===== src/rtl/psr_controller.sv =====
// psr_controller - 65C02 processor status register (P).
//
// Holds the N V D I Z C flags; X (bit 5) and B (bit 4) are not stored.
// Sources that can change P, in priority order within one cycle:
//   irq_entry > plp_load > ALU capture > flag_op_valid > nz_load
// Only the winning event is applied.
// Losing lower-priority strobes are dropped.
// A losing ALU request is the exception: it stays pending.
//
// ALU handshake (valid/ready semantics):
//   psr_update_request is a level held high by the ALU until it sees
//   ack_update_request. The flags are captured on the edge that moves the
//   FSM IDLE -> ACK, and ack is high for exactly the following cycle.
//   The FSM then waits in WAIT_LOW for the request to drop before it can
//   accept a new one, so a held request is captured only once.
//
// Build option:
//   PSR_CMOS_DCLR_EN defined   : irq_entry sets I and clears D (65C02).
//   PSR_CMOS_DCLR_EN undefined : irq_entry sets I, D is untouched (NMOS).
//
// The handshake state is held in 'state' so that checkers can bind to it.

module psr_controller (
  input  logic       mem_clk,
  input  logic       resb,
  input  logic       psr_update_request,
  input  logic       n_result,
  input  logic       v_result,
  input  logic       z_result,
  input  logic       c_result,
  output logic       ack_update_request,
  input  logic       flag_op_valid,
  input  logic [2:0] flag_op,
  input  logic       plp_load,
  input  logic [7:0] db_in,
  input  logic       nz_load,
  input  logic [7:0] nz_value,
  input  logic       irq_entry,
  input  logic       push_brk,
  output logic [7:0] psr_to_id,
  output logic [7:0] psr_push,
  output logic       c_carry,
  output logic       d_decimal
);

  localparam logic [1:0] ST_IDLE     = 2'd0;
  localparam logic [1:0] ST_ACK      = 2'd1;
  localparam logic [1:0] ST_WAIT_LOW = 2'd2;

  localparam logic [2:0] OP_CLC = 3'd0;
  localparam logic [2:0] OP_SEC = 3'd1;
  localparam logic [2:0] OP_CLI = 3'd2;
  localparam logic [2:0] OP_SEI = 3'd3;
  localparam logic [2:0] OP_CLD = 3'd4;
  localparam logic [2:0] OP_SED = 3'd5;
  localparam logic [2:0] OP_CLV = 3'd6;

  logic [1:0] state;
  logic [1:0] state_nxt;

  logic n_flag, v_flag, d_flag, i_flag, z_flag, c_flag;
  logic n_nxt,  v_nxt,  d_nxt,  i_nxt,  z_nxt,  c_nxt;

  // An ALU capture happens only from IDLE and only when no higher-priority
  // event claims the cycle; otherwise the request simply stays pending.
  logic alu_capture;
  assign alu_capture = (state == ST_IDLE) && psr_update_request &&
                       !irq_entry && !plp_load;

  // Handshake FSM next-state logic.
  always_comb begin
    state_nxt = ST_IDLE;
    case (state)
      ST_IDLE:     state_nxt = alu_capture ? ST_ACK : ST_IDLE;
      ST_ACK:      state_nxt = psr_update_request ? ST_WAIT_LOW : ST_IDLE;
      ST_WAIT_LOW: state_nxt = psr_update_request ? ST_WAIT_LOW : ST_IDLE;
      default:     state_nxt = ST_IDLE;
    endcase
  end

  // Handshake FSM state register; reset forces IDLE at once, so a request
  // still held after reset is treated as a new one.
  always_ff @(posedge mem_clk or posedge resb) begin
    if (resb) begin
      state <= ST_IDLE;
    end else begin
      state <= state_nxt;
    end
  end

  // Flag next-value selection: the first active event in priority order wins.
  always_comb begin
    n_nxt = n_flag;
    v_nxt = v_flag;
    d_nxt = d_flag;
    i_nxt = i_flag;
    z_nxt = z_flag;
    c_nxt = c_flag;
    if (irq_entry) begin
      i_nxt = 1'b1;
`ifdef PSR_CMOS_DCLR_EN
      d_nxt = 1'b0;
`else
      d_nxt = d_flag;
`endif
    end else if (plp_load) begin
      // Bits 5 (X) and 4 (B) of the pulled byte have no storage.
      n_nxt = db_in[7];
      v_nxt = db_in[6];
      d_nxt = db_in[3];
      i_nxt = db_in[2];
      z_nxt = db_in[1];
      c_nxt = db_in[0];
    end else if (alu_capture) begin
      n_nxt = n_result;
      v_nxt = v_result;
      z_nxt = z_result;
      c_nxt = c_result;
    end else if (flag_op_valid) begin
      case (flag_op)
        OP_CLC:  c_nxt = 1'b0;
        OP_SEC:  c_nxt = 1'b1;
        OP_CLI:  i_nxt = 1'b0;
        OP_SEI:  i_nxt = 1'b1;
        OP_CLD:  d_nxt = 1'b0;
        OP_SED:  d_nxt = 1'b1;
        OP_CLV:  v_nxt = 1'b0;
        default: ; // code 7: no flag changes
      endcase
    end else if (nz_load) begin
      n_nxt = nz_value[7];
      z_nxt = (nz_value == 8'h00);
    end
  end

  // Flag registers; reset leaves interrupts masked and decimal mode off.
  always_ff @(posedge mem_clk or posedge resb) begin
    if (resb) begin
      n_flag <= 1'b0;
      v_flag <= 1'b0;
      d_flag <= 1'b0;
      i_flag <= 1'b1;
      z_flag <= 1'b0;
      c_flag <= 1'b0;
    end else begin
      n_flag <= n_nxt;
      v_flag <= v_nxt;
      d_flag <= d_nxt;
      i_flag <= i_nxt;
      z_flag <= z_nxt;
      c_flag <= c_nxt;
    end
  end

  // Output views of P; ack is a pure decode of the ACK state.
  always_comb begin
    ack_update_request = (state == ST_ACK);
    psr_to_id = {n_flag, v_flag, 1'b1, 1'b1,     d_flag, i_flag, z_flag, c_flag};
    psr_push  = {n_flag, v_flag, 1'b1, push_brk, d_flag, i_flag, z_flag, c_flag};
    c_carry   = c_flag;
    d_decimal = d_flag;
  end

endmodule


===== config.mk =====
export PLATFORM = sky130hd
export DESIGN_NAME = psr_controller
export DESIGN_NICKNAME = d
export VERILOG_FILES = /design/src/rtl/psr_controller.sv
export SDC_FILE = /design/constraint.sdc
export NUM_CORES = 1
export LEC_CHECK = 0
export ABC_AREA = 1
export CORE_UTILIZATION = 35
export CTS_CLUSTER_SIZE = 25
export DETAILED_ROUTE_END_ITERATION = 8
export PLACE_DENSITY = 0.86
export SYNTH_ARGS = -nofsm -noshare
export SYNTH_HDL_FRONTEND = slang
export SYNTH_SLANG_ARGS = --single-unit

===== constraint.sdc =====
create_clock -name mem_clk -period 1.53 [get_ports mem_clk]
set_input_delay 0.306 -clock mem_clk [delete_from_list [all_inputs] [get_ports mem_clk]]
set_output_delay 0.306 -clock mem_clk [all_outputs]
set_load 0.01 [all_outputs]

==> flow_summary.ini <==
[sta]
rsz0062_at_grt = false
clock.fmax_mhz = 678
hold_viol = 0
setup_tns_ns = 0
post-route-period-util_pct = 96.4
timing.final.crit_period_ns = 1.47
report.final.slew_viol_count = 0
finClkSkew_ns = 0.00277
setup_violations = 0

[critical_path]
startpoint_type = register
path_buf_inv = 1
cp-end-kind = output pin
slowest_delay_ns = 0.55
cpMaxStageDelayCell = clkdlybuf4s50_1
cp_data_arrival_time_ns = 1.17
critical-path-top-delay-family = buffers and inverters
crit_type = reg2out
path_max_fanout = 3
rr_startpoint = state[0]
crit_chain = clkdlybuf4s50_1
cp_data_required_time_ns = 1.22
crit_start = n_flag

[finish]
final_nets = 184
num_antenna_cells = 0
nFillCells = 191
multi_input_area_um2 = 349
stdcell_count = 176
drive_above_1_share_pct = 10.7
syn_to_final_growth_pct = 55.5
ff_latch_area_um2 = 201

[synth]
synth.top_cell.area_share_pct = 23.9
synthMostInstantiatedCell = nand2_1
synthFlopType = dfrtp_1
synthAdderAreaFrac_pct = 5.11
synth_warnings = 0
ys_ff_latch = 8
netlist_area_um2 = 734
synthMuxAreaShare_pct = 0
avgSynthCellArea_um2 = 6.44
yosys.area_share.simple_pct = 35.4
synthTopCellsByArea = dfrtp_1 24%, nand2_1 18%, buf_4 16%, nand3_1 8.9%, inv_1 6.1%
syn-instance-count = 114
yosysTopAreaCell = dfrtp_1
ys_seq_area_share_pct = 27.4
async_flop_share_pct = 100
synth-compound-area-share_pct = 5.45
synth_common_cells = 35 x nand2_1, 16 x buf_4, 13 x nand3_1
synth-edff-count = 0
synth_xor_area_share_pct = 0
synth.distinct_cells = 17
synth_top_family_by_area = simple AND/OR/NAND/NOR gates

[route]
postRouteAntennaNets = 0
drtIter0Drc = 23
firstDrtPassIters = 4
vias = 794
remaining_drc_errors = 0
wl_per_cell_um = 10.1
via_per_inst = 4.51
routed_wl_um = 1780

[power_and_ir_drop]
vdd_ir_drop_max_uv = 318
leakage_nw = 0.700
powerDensity_nw_per_um2 = 658

[worst_hold_path]
hold_path.class = in2async

[clock_network]
clock_path_buffers = 2
numCtsBuffers = 3
cts_tree = yes
clock-sinks = 8
cts_hold_buf = 0
clkSlewWorstSetupHoldPaths_ns = 0.06
worstSkewPairLatency_ns = 0.26
root_buffer = clkbuf_4
htree_levels = 1

[grt]
gr-total-overflow = 0
grt_max_degree = 9
antenna_found_initial = 0
grt_pass1_wl_um = 2780
track_usage_pct = 18.3
grt_pass1_vias = 711

[placement]
post-dp-hpwl_um = 1520
dp.cells = 172
io_buffers = 42
place_congestion = 0.787

[die]
dieArea_um2 = 2290
die_width_um = 47.8
core-area_um2 = 1960
io_pins = 50
die_h_um = 47.8
start_util_pct = 37.4
rows = 16

[job]
cap_violations = 0

[outcome]
status = complete, no violations
==> kinds of logic (layout without fill, tap and decap cells) <==
| group | after synthesis | in the layout |
|---|---|---|
| compound gates | 6 | 6 |
| fa+ha+maj | 3 | 3 |
| buf+inv | 33 | 66 |
| flops | 8 | 8 |
| other cells | 1 | 3 |
| simple gates | 63 | 63 |
==> placed cells by master (no fill, tap or decap) <==
cell type        instances
dfrtp_1                  7
a31oi_2                  1
nand2_2                  2
inv_1                   12
nand2_1                 35
dlymetal6s2s_1          10
dfstp_2                  1
nor2_2                   1
clkbuf_4                 3
clkdlybuf4s50_1         29
nand3_1                 13
a22oi_1                  1
a21oi_1                  1
dlygate4sd2_1            3
o21ai_1                  3
nor2_1                  12
clkbuf_1                 1
inv_2                    4
buf_4                    4
ha_1                     3
conb_1                   3
==> final timing paths <==
kind | endpoint | slack, ns | cells after the start
worst max-delay path | psr_to_id[7] | 0.06 | 1
worst min-delay path | v_flag | 0.29 | 2
worst max register to register | c_carry | 0.12 | 10
worst min register to register | i_flag | 0.49 | 2
max in group asynchronous | i_flag | 0.96 | 2
min in group mem_clk | i_flag | 0.49 | 2
==> metal layers <==
layer / share of wire, % / global-route usage [%]
met1: 36 / 17.6
met2: 53 / 33.5
met3: 7.4 / 3.02
met4: 3.2 / 15.6
met5: 0 / 0
==> sequential cells by signal, summed over array words and instances, names as in the netlist <==
signal / count
c_carry: 1
state: 2
z_flag: 1
n_flag: 1
d_decimal: 1
v_flag: 1
i_flag: 1
==> timing repair <==
action,4_1_cts,5_1_grt
gates resized for setup,3,10
endpoints found under the setup margin,3,11
pin swaps,0,0
setup buffers,0,0
==> final cells by class <==
type	count	share of cell area [%]
Clock buffer	4	2.30
Tap cell	27	2.96
Inverter	16	5.26
Multi-Input combinational cell	75	30.6
Timing Repair Buffer	46	41.3
Sequential cell	8	17.6
==> where the power goes <==
| group | total (W) | internal [W] | leakage [nW] | switching (W) |
|---|---|---|---|---|
| clock | 0.000177 | 0.000100 | 0.0150 | 0.0000770 |
| combinational | 0.000315 | 0.000177 | 0.583 | 0.000137 |
| sequential | 0.000259 | 0.000239 | 0.102 | 0.0000201 |
==> metrics by stage <==
stage                     setup slack (ns)  hold WS, ns  power (W)  instance area (µm²)  utilization (%)
after global routing               0.00446        0.317   0.000808                 1140             58.2
final                               0.0552        0.289   0.000751                 1140             58.2
after floorplan                      0.303        0.121   0.000455                  742                -
after detailed placement           -0.0522        0.487   0.000595                 1090             55.8
after CTS                          0.00420        0.294   0.000768                 1120             57.0
after global placement              0.0113        0.483   0.000583                 1090             55.8
(Power assumes the default switching activity.)
